**src/rtl/axi_read_arbiter.sv**
```systemverilog
// Two-port AXI4 read arbiter: round-robin AR arbitration with per-port outstanding-burst limits,
// R beats routed back to the owning port by the MSB of m_RID.
module axi_read_arbiter #(
    parameter int C_M_AXI_ID_WIDTH   = 8,
    parameter int C_M_AXI_ADDR_WIDTH = 32,
    parameter int C_M_AXI_DATA_WIDTH = 512,
    parameter int MAX_OUTSTANDING    = 16
) (
    input  logic                            ap_clk,
    input  logic                            ap_rst_n,
    input  logic                            s0_ARVALID,
    output logic                            s0_ARREADY,
    input  logic [C_M_AXI_ADDR_WIDTH-1:0]   s0_ARADDR,
    input  logic [1:0]                      s0_ARBURST,
    input  logic [7:0]                      s0_ARLEN,
    input  logic [2:0]                      s0_ARSIZE,
    input  logic [C_M_AXI_ID_WIDTH-2:0]     s0_ARID,
    output logic                            s0_RVALID,
    input  logic                            s0_RREADY,
    output logic [C_M_AXI_DATA_WIDTH-1:0]   s0_RDATA,
    output logic                            s0_RLAST,
    output logic [C_M_AXI_ID_WIDTH-2:0]     s0_RID,
    output logic [1:0]                      s0_RRESP,
    input  logic                            s1_ARVALID,
    output logic                            s1_ARREADY,
    input  logic [C_M_AXI_ADDR_WIDTH-1:0]   s1_ARADDR,
    input  logic [1:0]                      s1_ARBURST,
    input  logic [7:0]                      s1_ARLEN,
    input  logic [2:0]                      s1_ARSIZE,
    input  logic [C_M_AXI_ID_WIDTH-2:0]     s1_ARID,
    output logic                            s1_RVALID,
    input  logic                            s1_RREADY,
    output logic [C_M_AXI_DATA_WIDTH-1:0]   s1_RDATA,
    output logic                            s1_RLAST,
    output logic [C_M_AXI_ID_WIDTH-2:0]     s1_RID,
    output logic [1:0]                      s1_RRESP,
    output logic                            m_ARVALID,
    input  logic                            m_ARREADY,
    output logic [C_M_AXI_ADDR_WIDTH-1:0]   m_ARADDR,
    output logic [1:0]                      m_ARBURST,
    output logic [7:0]                      m_ARLEN,
    output logic [2:0]                      m_ARSIZE,
    output logic [C_M_AXI_ID_WIDTH-1:0]     m_ARID,
    input  logic                            m_RVALID,
    output logic                            m_RREADY,
    input  logic [C_M_AXI_DATA_WIDTH-1:0]   m_RDATA,
    input  logic                            m_RLAST,
    input  logic [C_M_AXI_ID_WIDTH-1:0]     m_RID,
    input  logic [1:0]                      m_RRESP,
    output logic                            err_unexpected_r
);
    localparam int IW = C_M_AXI_ID_WIDTH;
    localparam int CW = $clog2(MAX_OUTSTANDING + 1);
    localparam logic [CW-1:0] CntMax = CW'(MAX_OUTSTANDING);
    localparam logic [CW-1:0] CntOne = CW'(1);

    typedef enum logic {StIdle, StBusy} state_e;

    state_e        state_q;
    logic          last_grant_q;
    logic [CW-1:0] cnt0_q, cnt1_q;
    logic          err_q;

    logic idle, elig0, elig1, grant0, grant1;
    logic rsel, r_last_hs, dec0, dec1, unexpected;

    always_comb begin
        // Gated by reset so no upstream handshake can occur while the block is held in reset.
        idle   = ap_rst_n && (state_q == StIdle);
        elig0  = s0_ARVALID && (cnt0_q < CntMax);
        elig1  = s1_ARVALID && (cnt1_q < CntMax);
        grant0 = idle && elig0 && (!elig1 || last_grant_q);
        grant1 = idle && elig1 && (!elig0 || !last_grant_q);
    end

    assign s0_ARREADY = grant0;
    assign s1_ARREADY = grant1;
    assign m_ARVALID  = (state_q == StBusy);

    // R path is purely combinational and independent of the AR FSM.
    assign rsel       = m_RID[IW-1];
    assign m_RREADY   = rsel ? s1_RREADY : s0_RREADY;
    assign s0_RVALID  = m_RVALID && !rsel;
    assign s1_RVALID  = m_RVALID && rsel;
    assign s0_RDATA   = m_RDATA;
    assign s1_RDATA   = m_RDATA;
    assign s0_RLAST   = m_RLAST;
    assign s1_RLAST   = m_RLAST;
    assign s0_RRESP   = m_RRESP;
    assign s1_RRESP   = m_RRESP;
    assign s0_RID     = m_RID[IW-2:0];
    assign s1_RID     = m_RID[IW-2:0];

    assign r_last_hs  = m_RVALID && m_RREADY && m_RLAST;
    assign dec0       = r_last_hs && !rsel && (cnt0_q != '0);
    assign dec1       = r_last_hs && rsel && (cnt1_q != '0);
    assign unexpected = r_last_hs && (rsel ? (cnt1_q == '0) : (cnt0_q == '0));

    assign err_unexpected_r = err_q;

    always_ff @(posedge ap_clk or negedge ap_rst_n) begin
        if (!ap_rst_n) begin
            state_q      <= StIdle;
            last_grant_q <= 1'b1;
            m_ARADDR     <= '0;
            m_ARBURST    <= '0;
            m_ARLEN      <= '0;
            m_ARSIZE     <= '0;
            m_ARID       <= '0;
        end else begin
            case (state_q)
                StIdle: begin
                    if (grant0 || grant1) begin
                        state_q      <= StBusy;
                        last_grant_q <= grant1;
                        m_ARADDR     <= grant1 ? s1_ARADDR : s0_ARADDR;
                        m_ARBURST    <= grant1 ? s1_ARBURST : s0_ARBURST;
                        m_ARLEN      <= grant1 ? s1_ARLEN : s0_ARLEN;
                        m_ARSIZE     <= grant1 ? s1_ARSIZE : s0_ARSIZE;
                        m_ARID       <= grant1 ? {1'b1, s1_ARID} : {1'b0, s0_ARID};
                    end
                end
                StBusy: begin
                    if (m_ARREADY) begin
                        state_q <= StIdle;
                    end
                end
                default: state_q <= StIdle;
            endcase
        end
    end

    always_ff @(posedge ap_clk or negedge ap_rst_n) begin
        if (!ap_rst_n) begin
            cnt0_q <= '0;
            cnt1_q <= '0;
            err_q  <= 1'b0;
        end else begin
            if (grant0 && !dec0) begin
                cnt0_q <= cnt0_q + CntOne;
            end else if (!grant0 && dec0) begin
                cnt0_q <= cnt0_q - CntOne;
            end
            if (grant1 && !dec1) begin
                cnt1_q <= cnt1_q + CntOne;
            end else if (!grant1 && dec1) begin
                cnt1_q <= cnt1_q - CntOne;
            end
            if (unexpected) begin
                err_q <= 1'b1;
            end
        end
    end

endmodule

```
**config.mk**
```make
export PLATFORM = sky130hd
export DESIGN_NAME = axi_read_arbiter
export DESIGN_NICKNAME = d
export VERILOG_FILES = /design/src/rtl/axi_read_arbiter.sv
export SDC_FILE = /design/constraint.sdc
export NUM_CORES = 1
export LEC_CHECK = 0
export ABC_AREA = 1
export CORE_AREA = 10 10 663 665
export DETAILED_ROUTE_END_ITERATION = 10
export DIE_AREA = 0 0 673 675
export PLACE_DENSITY = 0.3
export SETUP_SLACK_MARGIN = 0.2
export SLEW_MARGIN = 0
export SYNTH_ARGS = -nofsm -noshare
export SYNTH_HDL_FRONTEND = slang
export SYNTH_SLANG_ARGS = --single-unit
```
**constraint.sdc**
```tcl
create_clock -name ap_clk -period 2 [get_ports ap_clk]
set_input_delay 0.4 -clock ap_clk [delete_from_list [all_inputs] [get_ports ap_clk]]
set_output_delay 0.4 -clock ap_clk [all_outputs]
set_load 0.005 [all_outputs]
```
Word-level counts from Yosys, hierarchy flattened
Index checks and enable logic that the tools add are counted.
{"block": "word_totals", "reg_bits": 66, "input_bits": 635, "output_inout_bits": 1104, "word_cells": 69}
{"block": "classes", "addsub": 4, "n_lt_le_gt_ge": 2, "muxes": 14, "bitwise": 1, "reduce_logical": 38}
{"operator": "32-bit 2-to-1 mux", "count": 1}
{"operator": "1-bit logical AND", "count": 20}
{"operator": "5-bit 2-to-1 mux", "count": 4}
{"operator": "8-bit 2-to-1 mux", "count": 2}
{"operator": "5-bit by 1-bit adder with 5-bit output, second input constant", "count": 2}
{"operator": "5-bit zero test", "count": 2}
{"operator": "5-bit less-than comparator, second input constant", "count": 2}
{"operator": "5-bit nonzero test", "count": 2}
{"operator": "5-bit by 1-bit subtractor with 5-bit output, second input constant", "count": 2}
{"operator": "1-bit zero test", "count": 8}
{"operator": "1-bit 2-to-1 mux", "count": 4}
{"operator": "2-bit nonzero test", "count": 2}
{"operator": "1-bit logical OR", "count": 3}
{"operator": "3-bit 2-to-1 mux", "count": 1}
{"operator": "2-bit 2-to-1 mux", "count": 1}
{"operator": "1-bit one-hot mux with 2 select lines", "count": 1}
{"operator": "2-bit AND reduction", "count": 1}
{"operator": "1-bit NOT", "count": 1}

Longest topological paths before layout
Gate-level depths: netlist of run 1.
{"block": "depth", "depth_word": 9, "depth_mapped": 17, "mapped_depth_nobuf": 16}

Worst setup path before layout of run 1
Ideal clock, no wire load.
{"block": "synth_timing", "kind": "register to register", "start": "register last_grant_q", "end": "register cnt1_q[4]", "setup_time_ns": 0.116, "arrival_ns": 2.124, "t_required_ns": 1.884, "setup_slack_ns": -0.241, "path_stages_with_launch": 17, "path_buffers": 2, "synth_period_minus_slack_ns": 2.241, "cell_sequence": "dfstp_2 nand3_2 nand3_4 buf_12 buf_6 inv_1 ha_1 inv_1 ha_1 nand2_1 nand2_1 inv_1 nand2_1 nand2_1 nand2_1 nand2_1 nand2_1"}
{"block": "synth_via", "elab_chain_len": 6, "elab_cells_between_ends": 8, "cone_classes": "1 x mux; 7 x reduce/logical"}
{"element": "start: declaration", "line_no": "60", "text": "logic last_grant_q;"}
{"element": "start signal: assignment", "line_no": "115", "text": "last_grant_q <= grant1;"}
{"element": "1-bit zero test *", "line_no": "73", "text": "grant1 = idle && elig1 && (!elig0 || !last_grant_q);"}
{"element": "1-bit logical OR *", "line_no": "73"}
{"element": "1-bit logical AND *", "line_no": "73"}
{"element": "net s1_ARREADY", "line_no": "25", "text": "output logic s1_ARREADY,"}
{"element": "1-bit zero test", "line_no": "146", "text": "end else if (!grant1 && dec1) begin"}
{"element": "1-bit logical AND", "line_no": "146"}
{"element": "2-bit nonzero test (no source line)"}
{"element": "end signal: assignment", "line_no": "145", "text": "cnt1_q <= cnt1_q + CntOne;"}
{"element": "end signal: assignment", "line_no": "147", "text": "cnt1_q <= cnt1_q - CntOne;"}
{"element": "end: declaration", "line_no": "61", "text": "logic [CW-1:0] cnt0_q, cnt1_q;"}
The timed path passes the listed nets; every way through them passes the cells marked *.
A chain may end at the register's enable or synchronous reset.

Worst setup path after layout of run 1
{"block": "layout_timing", "start": "register cnt0_q[4]", "end": "register cnt0_q[4]"}
{"block": "layout_via", "elab_chain_len": 7, "elab_cells_between_ends": 15, "cone_classes": "2 x add/sub; 1 x order compare; 2 x mux; 10 x reduce/logical"}
{"element": "start: declaration", "line_no": "61"}
{"element": "start signal: assignment", "line_no": "140", "text": "cnt0_q <= cnt0_q + CntOne;"}
{"element": "start signal: assignment", "line_no": "142", "text": "cnt0_q <= cnt0_q - CntOne;"}
{"element": "5-bit less-than comparator", "line_no": "70", "text": "elig0 = s0_ARVALID && (cnt0_q < CntMax);"}
{"element": "1-bit logical AND", "line_no": "70"}
{"element": "1-bit logical AND (2 in series)", "line_no": "72", "text": "grant0 = idle && elig0 && (!elig1 || last_grant_q);"}
{"element": "1-bit zero test", "line_no": "141", "text": "end else if (!grant0 && dec0) begin"}
{"element": "1-bit logical AND", "line_no": "141"}
{"element": "2-bit nonzero test (no source line)"}
Parallel ways exist; a longest one is shown, timed or not. The select of a mux whose other input is x is not followed.

==> reports/metrics.csv, run 1 <==
stage,metric,value,unit
status,status,"finished, final reports clean",
min_path,HP Class,input pin to asynchronous set/reset pin,
clock_tree,CTS root buf,clkbuf_16,
power_and_ir_drop,combinational share of power,0.616,
sta,Final Slew Violations,0,
clock_tree,TritonCTS clock tree,built,
power_and_ir_drop,Clk pwr share,0.166,
synthesis,Mapped Area,11800,µm²
synthesis,"FF+latch count, synth",66,
global_routing,largest net degree at the start of global routing,36,
power_and_ir_drop,Power Density,768,nW/µm²
setup_path,required time of the critical path,2300,ps
cells_and_area,"Design Area, Final",15400,µm²
synthesis,register area share after synthesis,0.140,
die,die area,454000,µm²
die,Die W,673,µm
placed_design,post-DP HPWL,249000,µm
sta,setup TNS,0,ps
cells_and_area,final core utilization,0.0362,
global_routing,All-Layer GR Usage,0.110,
synthesis,Syn Inst Count,1578,
placed_design,PortBufs,175,
power_and_ir_drop,Max VDD drop,0.000354,V
clock_tree,total CTS buffers,9,
sta,worst slew pin tran,740,ps
cells_and_area,Nets,1443,
sta,unrepaired setup endpoints after global routing,true,
setup_path,Worst Reg-to-Reg Cells,14,
detailed_routing,DR pass1 iterations,4,
global_routing,vias in the first global route,6990,
clock_tree,depth of the CTS H-tree,3,
clock_tree,maximum root-to-sink buffer count,2,
setup_path,critical path data arrival time,2220,ps
power_and_ir_drop,sequential power share,0.217,
clock_tree,"Reg clk slew, reported paths",90,ps
die,Initial Util,0.0277,
sta,final hold violations,0,
sta,Final min period,1930,ps
flow_run,Max-Cap Viols,0,
detailed_routing,post-route ant nets,0,
sta,final worst setup slack,73.8,ps
setup_path,Worst Setup End Kind,flip-flop,
power_and_ir_drop,sw frac,0.449,
die,Boundary Pins,1739,
power_and_ir_drop,Leak Pwr,4.15,nW
cells_and_area,Final Non-Filler Cells,6512,
global_routing,initial antenna violation count,58,
synthesis,Synth Net Count,2224,
clock_tree,"Clk Latency, worst-skew pair",410,ps
sta,Clock Skew,12.9,ps
cells_and_area,area grow syn2layout,30.7,%
setup_path,CP Launch Type,flip-flop,
clock_tree,Sink Count,66,
power_and_ir_drop,switching pwr,5.32,mW
die,Die Ht,675,µm
placed_design,dpl ws,-656,ps
sta,"Period Utilization, post-route",0.963,
sta,Rel. slew slack,0.506,
die,num rows,240,
global_routing,"Remaining Overflow, GRT",0,
synthesis,synthesized area per cell,7.47,µm²
synthesis,Yosys top cell area share,0.668,
detailed_routing,vias per cell,1.14,
synthesis,largest area contributor in the netlist,buf_4,
setup_path,CP max FO,5,
detailed_routing,total number of vias,7393,
placed_design,GP Congestion,0.682,
sta,Final Setup Violations,0,
synthesis,"top cells by area, synth","buf_4 67%, dfrtp_1 14%, nand2_1 8.4%",
power_and_ir_drop,internal power,6.52,mW
setup_path,r2r setup slk,70,ps
detailed_routing,drt drc,0,
sta,max frequency,519,MHz
detailed_routing,initial DRC count,309,
synthesis,Yosys warnings,0,
setup_path,kind of critical path,flip-flop to flip-flop,
synthesis,count of cell types in the netlist,27,
die,core area,426000,µm²
placed_design,placed cells,6417,
detailed_routing,routed len/inst,41.1,µm
placed_design,Placed Instance Area,13100,µm²
global_routing,global-route wire length before repair,279000,µm
detailed_routing,routed wire length,267000,µm
cells_and_area,share of cells above drive strength 1,0.473,
area by class of cell:
type / count / area, µm²
antenna: 23 / 57.6
clock buffer: 9 / 225
clock inverter: 7 / 77.6
fill: 50600 / 411000
inverter: 32 / 161
multi-input combinational: 410 / 2900
sequential: 66 / 1660
tap: 5687 / 7120
timing repair buffer: 277 / 3190
timing repair inverter: 1 / 30.0
kinds of logic (layout without fill, tap and decap cells):
family	count (synthesis)	count (layout)	synth area share
simple gates	386	386	0.143
other cells	0	23	0
buf+inv	1102	326	0.696
compound gates	8	8	0.00350
fa+ha+maj	11	11	0.0130
flops	66	66	0.140
xor+xnor	5	5	0.00372
critical path, cell delays in order (launching register included):
cell     delay [ps]
dfrtp_1         390
inv_2           100
nand2_2          60
nor2_2          130
nand2_2         100
inv_4            80
ha_4            150
inv_6            50
fa_2            350
nand2_2         100
nand3_2          80
nand3_1          80
nand2_1          50
nand2_1          50
nand2_1          50
cell usage after synthesis (all sizes together):
cell type  number
buf          1066
nand2         305
dfrtp          65
nand3          65
inv            32
nor2           11
ha              9
o21ai           7
clkbuf          4
nand4           4
xnor2           3
fa              2
xor2            2
dfstp           1
nand3b          1
o22ai           1
routing by layer:
layer	global-route usage	vias to the layer above	wire [µm]
met5	0.0158	-	1220
met4	0.0480	52	14500
met3	0.193	401	97000
met2	0.180	1899	124000
met1	0.0339	2830	30400
li1	-	2211	-
cells in the final DEF (no fill, tap or decap), types with 6 or more instances in the layout:
cell type / n
dlymetal6s2s_1: 8
buf_12: 16
nand3_1: 26
diode_2: 23
nand2_4: 45
dfrtp_1: 62
buf_4: 45
inv_1: 23
nand3_2: 31
nand2_2: 134
dlygate4sd2_1: 23
buf_6: 21
nand2_1: 125
nand3_4: 8
ha_4: 9
nor2_2: 6
clkdlybuf4s50_1: 137
clkbuf_16: 20
buf_16: 9
through the flow:
step / hold WS (ps) / total power, mW
finish: 66.8 / 11.8
detailed placement: 397 / 7.38
global route: 84.8 / 12.7
global placement: 398 / 7.32
floorplan: 104 / 6.14
CTS: 39.7 / 10.0
state kept, by name, indices dropped and copies added, names as in the netlist:
signal,cells
cnt0_q,5
cnt1_q,5
err_unexpected_r,1
last_grant_q,1
m_ARADDR,32
m_ARBURST,2
m_ARID,8
m_ARLEN,8
m_ARSIZE,3
m_ARVALID,1
final timing paths:
kind | from | endpoint
worst max-delay path | cnt0_q[4] | cnt0_q[4]
worst min-delay path | ap_rst_n | m_ARID[4]
worst max register to register | cnt0_q[4] | cnt0_q[4]
worst min register to register | m_ARID[6] | m_ARID[6]
max in group asynchronous | ap_rst_n | m_ARLEN[5]
min in group ap_clk | ap_rst_n | last_grant_q
power by group through the flow:
stage / Sequential, mW / Combinational (mW) / Clock, mW
after detailed placement: 2.45 / 4.93 / 0
after global routing: 2.65 / 7.89 / 2.17
final: 2.57 / 7.30 / 1.97
after global placement: 2.45 / 4.87 / 0
after floorplan: 2.40 / 3.75 / 0
after CTS: 2.41 / 5.39 / 2.20
timing repair:
action / 4_1_cts / 5_1_grt
hold buffers: 1 / 0
pin swaps: 9 / 106
endpoints found under the hold margin: 8 / 0
cloned: 2 / 16
buffers inserted: 12 / 25
endpoints found under the setup margin: 50 / 58
gates resized for setup: 78 / 271
No activity file was read; power rests on OpenSTA's default activity.
==> run 2: changes to the inputs <==
Settings changed: CELL_PAD_IN_SITES_DETAIL_PLACEMENT set to 0, CELL_PAD_IN_SITES_GLOBAL_PLACEMENT set to 1, CORE_AREA 10 10 663 665 to 10 10 672 674, DIE_AREA 0 0 673 675 to 0 0 682 684, PLACE_DENSITY 0.3 to 0.33.
Clock period 2 ns to 2.3 ns, I/O delays scaled along.
==> reports/metrics.csv, run 2 (synthesis gave the netlist of run 1 again) <==
stage,metric,value,unit,change
flow_run,Max-Cap Viols,0,,unchanged
detailed_routing,wl on met1,33700,µm,was 30400 µm
power_and_ir_drop,switching pwr,4.05,mW,was 5.32 mW
setup_path,critical path data arrival time,1600,ps,was 2220 ps
setup_path,crit-path cells,inv_2 -> nand2_1 -> nor2_4 -> nand2_2 -> inv_2 -> buf_6 -> buf_12,,was inv_2 -> nand2_2 -> nor2_2 -> nand2_2 -> inv_4 -> ha_4 -> inv_6 -> fa_2 -> nand2_2 -> nand3_2 -> nand3_1 -> nand2_1 -> nand2_1 -> nand2_1
global_routing,largest net degree at the start of global routing,35,,was 36
cells_and_area,most frequent cells in the layout,"261 x nand2_1, 152 x clkdlybuf4s50_1, 64 x dfrtp_1",,"was 137 x clkdlybuf4s50_1, 134 x nand2_2, 125 x nand2_1"
sta,setup TNS,0,ps,unchanged
die,Initial Util,0.0270,,was 0.0277
clock_tree,hold-fix buffers at CTS,0,,was 1
sta,Min Hold Slack,-18.0,ps,was 66.8 ps
cells_and_area,"Design Area, Final",13700,µm²,was 15400 µm²
placed_design,GP Congestion,0.682,,about the same
cells_and_area,Largest Register,m_ARADDR,,unchanged
clock_tree,TritonCTS clock tree,built,,unchanged
die,die area,466000,µm²,was 454000 µm²
detailed_routing,DR pass1 iterations,5,,was 4
cells_and_area,"leading cell type in the layout, fill and taps excluded",nand2_1,,was clkdlybuf4s50_1
placed_design,placed cells,6474,,was 6417
clock_tree,"Clk Latency, worst-skew pair",550,ps,was 410 ps
cells_and_area,max reg flops,32,,unchanged
min_path,HP Class,input pin to asynchronous set/reset pin,,unchanged
detailed_routing,drt drc,0,,unchanged
setup_path,CP max stage cell,dfrtp_1,,unchanged
global_routing,All-Layer GR Usage,0.103,,was 0.110
setup_path,CP max stage delay,400,ps,was 390 ps
sta,max frequency,485,MHz,
global_routing,vias in the first global route,6948,,was 6990
sta,final hold violations,1,,was 0
detailed_routing,WL met3,88200,µm,was 97000 µm
detailed_routing,total number of vias,6847,,was 7393
detailed_routing,met2 wire len,114000,µm,was 124000 µm
sta,"Period Utilization, post-route",0.896,,
power_and_ir_drop,Max VDD drop,0.000342,V,was 0.000354 V
cells_and_area,area grow syn2layout,16.1,%,was 30.7%
clock_tree,depth of the CTS H-tree,3,,unchanged
detailed_routing,routed len/inst,38.4,µm,was 41.1 µm
cells_and_area,Final Non-Filler Cells,6514,,was 6512
die,Die Ht,684,µm,was 675 µm
power_and_ir_drop,Leak Pwr,3.34,nW,was 4.15 nW
power_and_ir_drop,combinational share of power,0.519,,was 0.616
placed_design,PortBufs,175,,unchanged
setup_path,required time of the critical path,1840,ps,was 2300 ps
cells_and_area,Nets,1389,,was 1443
sta,worst slew pin tran,487,ps,was 740 ps
power_and_ir_drop,Pwr Total,8.78,mW,was 11.8 mW
cells_and_area,Largest regs,"m_ARADDR: 32 flops, m_ARID: 8 flops, m_ARLEN: 8 flops",,unchanged
sta,Final Slew Violations,0,,unchanged
die,core area,437000,µm²,was 426000 µm²
power_and_ir_drop,sw frac,0.462,,was 0.449
clock_tree,maximum root-to-sink buffer count,3,,was 2
power_and_ir_drop,Clk pwr share,0.240,,was 0.166
setup_path,Worst Setup End Kind,output port,,was flip-flop
sta,Rel. slew slack,0.676,,was 0.506
global_routing,global-route wire length before repair,269000,µm,was 279000 µm
power_and_ir_drop,internal power,4.73,mW,was 6.52 mW
sta,Final Setup Violations,0,,unchanged
detailed_routing,vias per cell,1.05,,was 1.14
detailed_routing,routed wire length,250000,µm,was 267000 µm
die,Boundary Pins,1739,,unchanged
setup_path,CP max FO,4,,was 5
global_routing,initial antenna violation count,48,,was 58
setup_path,kind of critical path,flip-flop to output port,,was flip-flop to flip-flop
detailed_routing,Top Metal Used,met5,,unchanged
global_routing,"Remaining Overflow, GRT",0,,unchanged
power_and_ir_drop,sequential power share,0.240,,was 0.217
clock_tree,Sink Count,66,,unchanged
clock_tree,"Reg clk slew, reported paths",120,ps,was 90 ps
placed_design,Placed Instance Area,13100,µm²,about the same
status,violated checks,hold timing,,
setup_path,CP Launch Type,flip-flop,,unchanged
status,status,"finished, violations left",,"was finished, final reports clean"
die,num rows,243,,was 240
sta,unrepaired setup endpoints after global routing,true,,unchanged
cells_and_area,share of cells above drive strength 1,0.189,,was 0.473
setup_path,most frequent CP cell,inv_2,,
die,Die W,682,µm,was 673 µm
clock_tree,CTS root buf,clkbuf_16,,unchanged
detailed_routing,post-route ant nets,0,,unchanged
clock_tree,total CTS buffers,13,,was 9
sta,Final min period,2060,ps,
sta,Clock Skew,62.8,ps,was 12.9 ps
power_and_ir_drop,Power Density,642,nW/µm²,was 768 nW/µm²
placed_design,post-DP HPWL,237000,µm,was 249000 µm
detailed_routing,initial DRC count,415,,was 309
run 2: changes by cell type in the layout (fill, tap and decap cells not counted), moves of 11 or more:
cell,delta
buf_4,-11
nand2_1,+136
nand2_2,-92
nand2_4,-43
diode_2,-11
dlygate4sd2_1,-12
nand3_1,+36
buf_6,-16
nand3_2,-30
clkdlybuf4s50_1,+15
run 2: critical path: cells and delay by family, from the launching register on:
| family | cells | cell delay (ps) |
|---|---|---|
| and+or+nand+nor | 3 | 290 |
| DFF | 1 | 400 |
| buffers and inverters | 4 | 390 |
run 2: layer usage:
metal	global-route usage	vias up
li1	-	2091
met1	0.0394	2597
met2	0.167	1801
met3	0.170	340
met4	0.0452	18
met5	0.00847	-
run 2: per-stage QoR:
step                      hold slack, ps  worst slack [ps]    util
after detailed placement             464              -462  0.0300
after global routing                24.9               115  0.0312
after floorplan                      164               223       -
after global placement               465              -399  0.0300
after CTS                           7.47               117  0.0310
final                              -18.0               238  0.0313
run 2: power by group through the flow:
stage	clock network (mW)	logic, mW	registers, mW
global route	2.34	5.12	2.19
floorplan	0	3.23	2.08
detailed placement	0	4.81	2.12
finish	2.11	4.56	2.11
global placement	0	4.81	2.12
CTS	2.39	4.86	2.11
run 2: path summary, 6_finish.rpt:
path	cells after the start	from	slack (ps)	to
max	7	cnt0_q[4]	240	s0_ARREADY
min	2	ap_rst_n	-20	m_ARADDR[16]
max reg2reg	14	cnt0_q[4]	270	cnt0_q[4]
min reg2reg	2	m_ARID[2]	480	m_ARID[2]
max in group asynchronous	3	ap_rst_n	1510	m_ARID[1]
min in group ap_clk	5	ap_rst_n	430	last_grant_q
run 2: cell type report:
| class | count | area (µm²) |
|---|---|---|
| Clock buffer | 17 | 360 |
| Multi-Input combinational cell | 410 | 2030 |
| Timing Repair Buffer | 220 | 2270 |
| Tap cell | 5757 | 7200 |
| Inverter | 32 | 130 |
| Fill cell | 52100 | 424000 |
| Sequential cell | 66 | 1650 |
| Antenna cell | 12 | 30.0 |
run 2: repair_timing:
action,4_1_cts,5_1_grt
buffers inserted,6,5
pin swaps,7,5
endpoints found under the setup margin,16,9
gates cloned,0,0
resized for setup,26,15
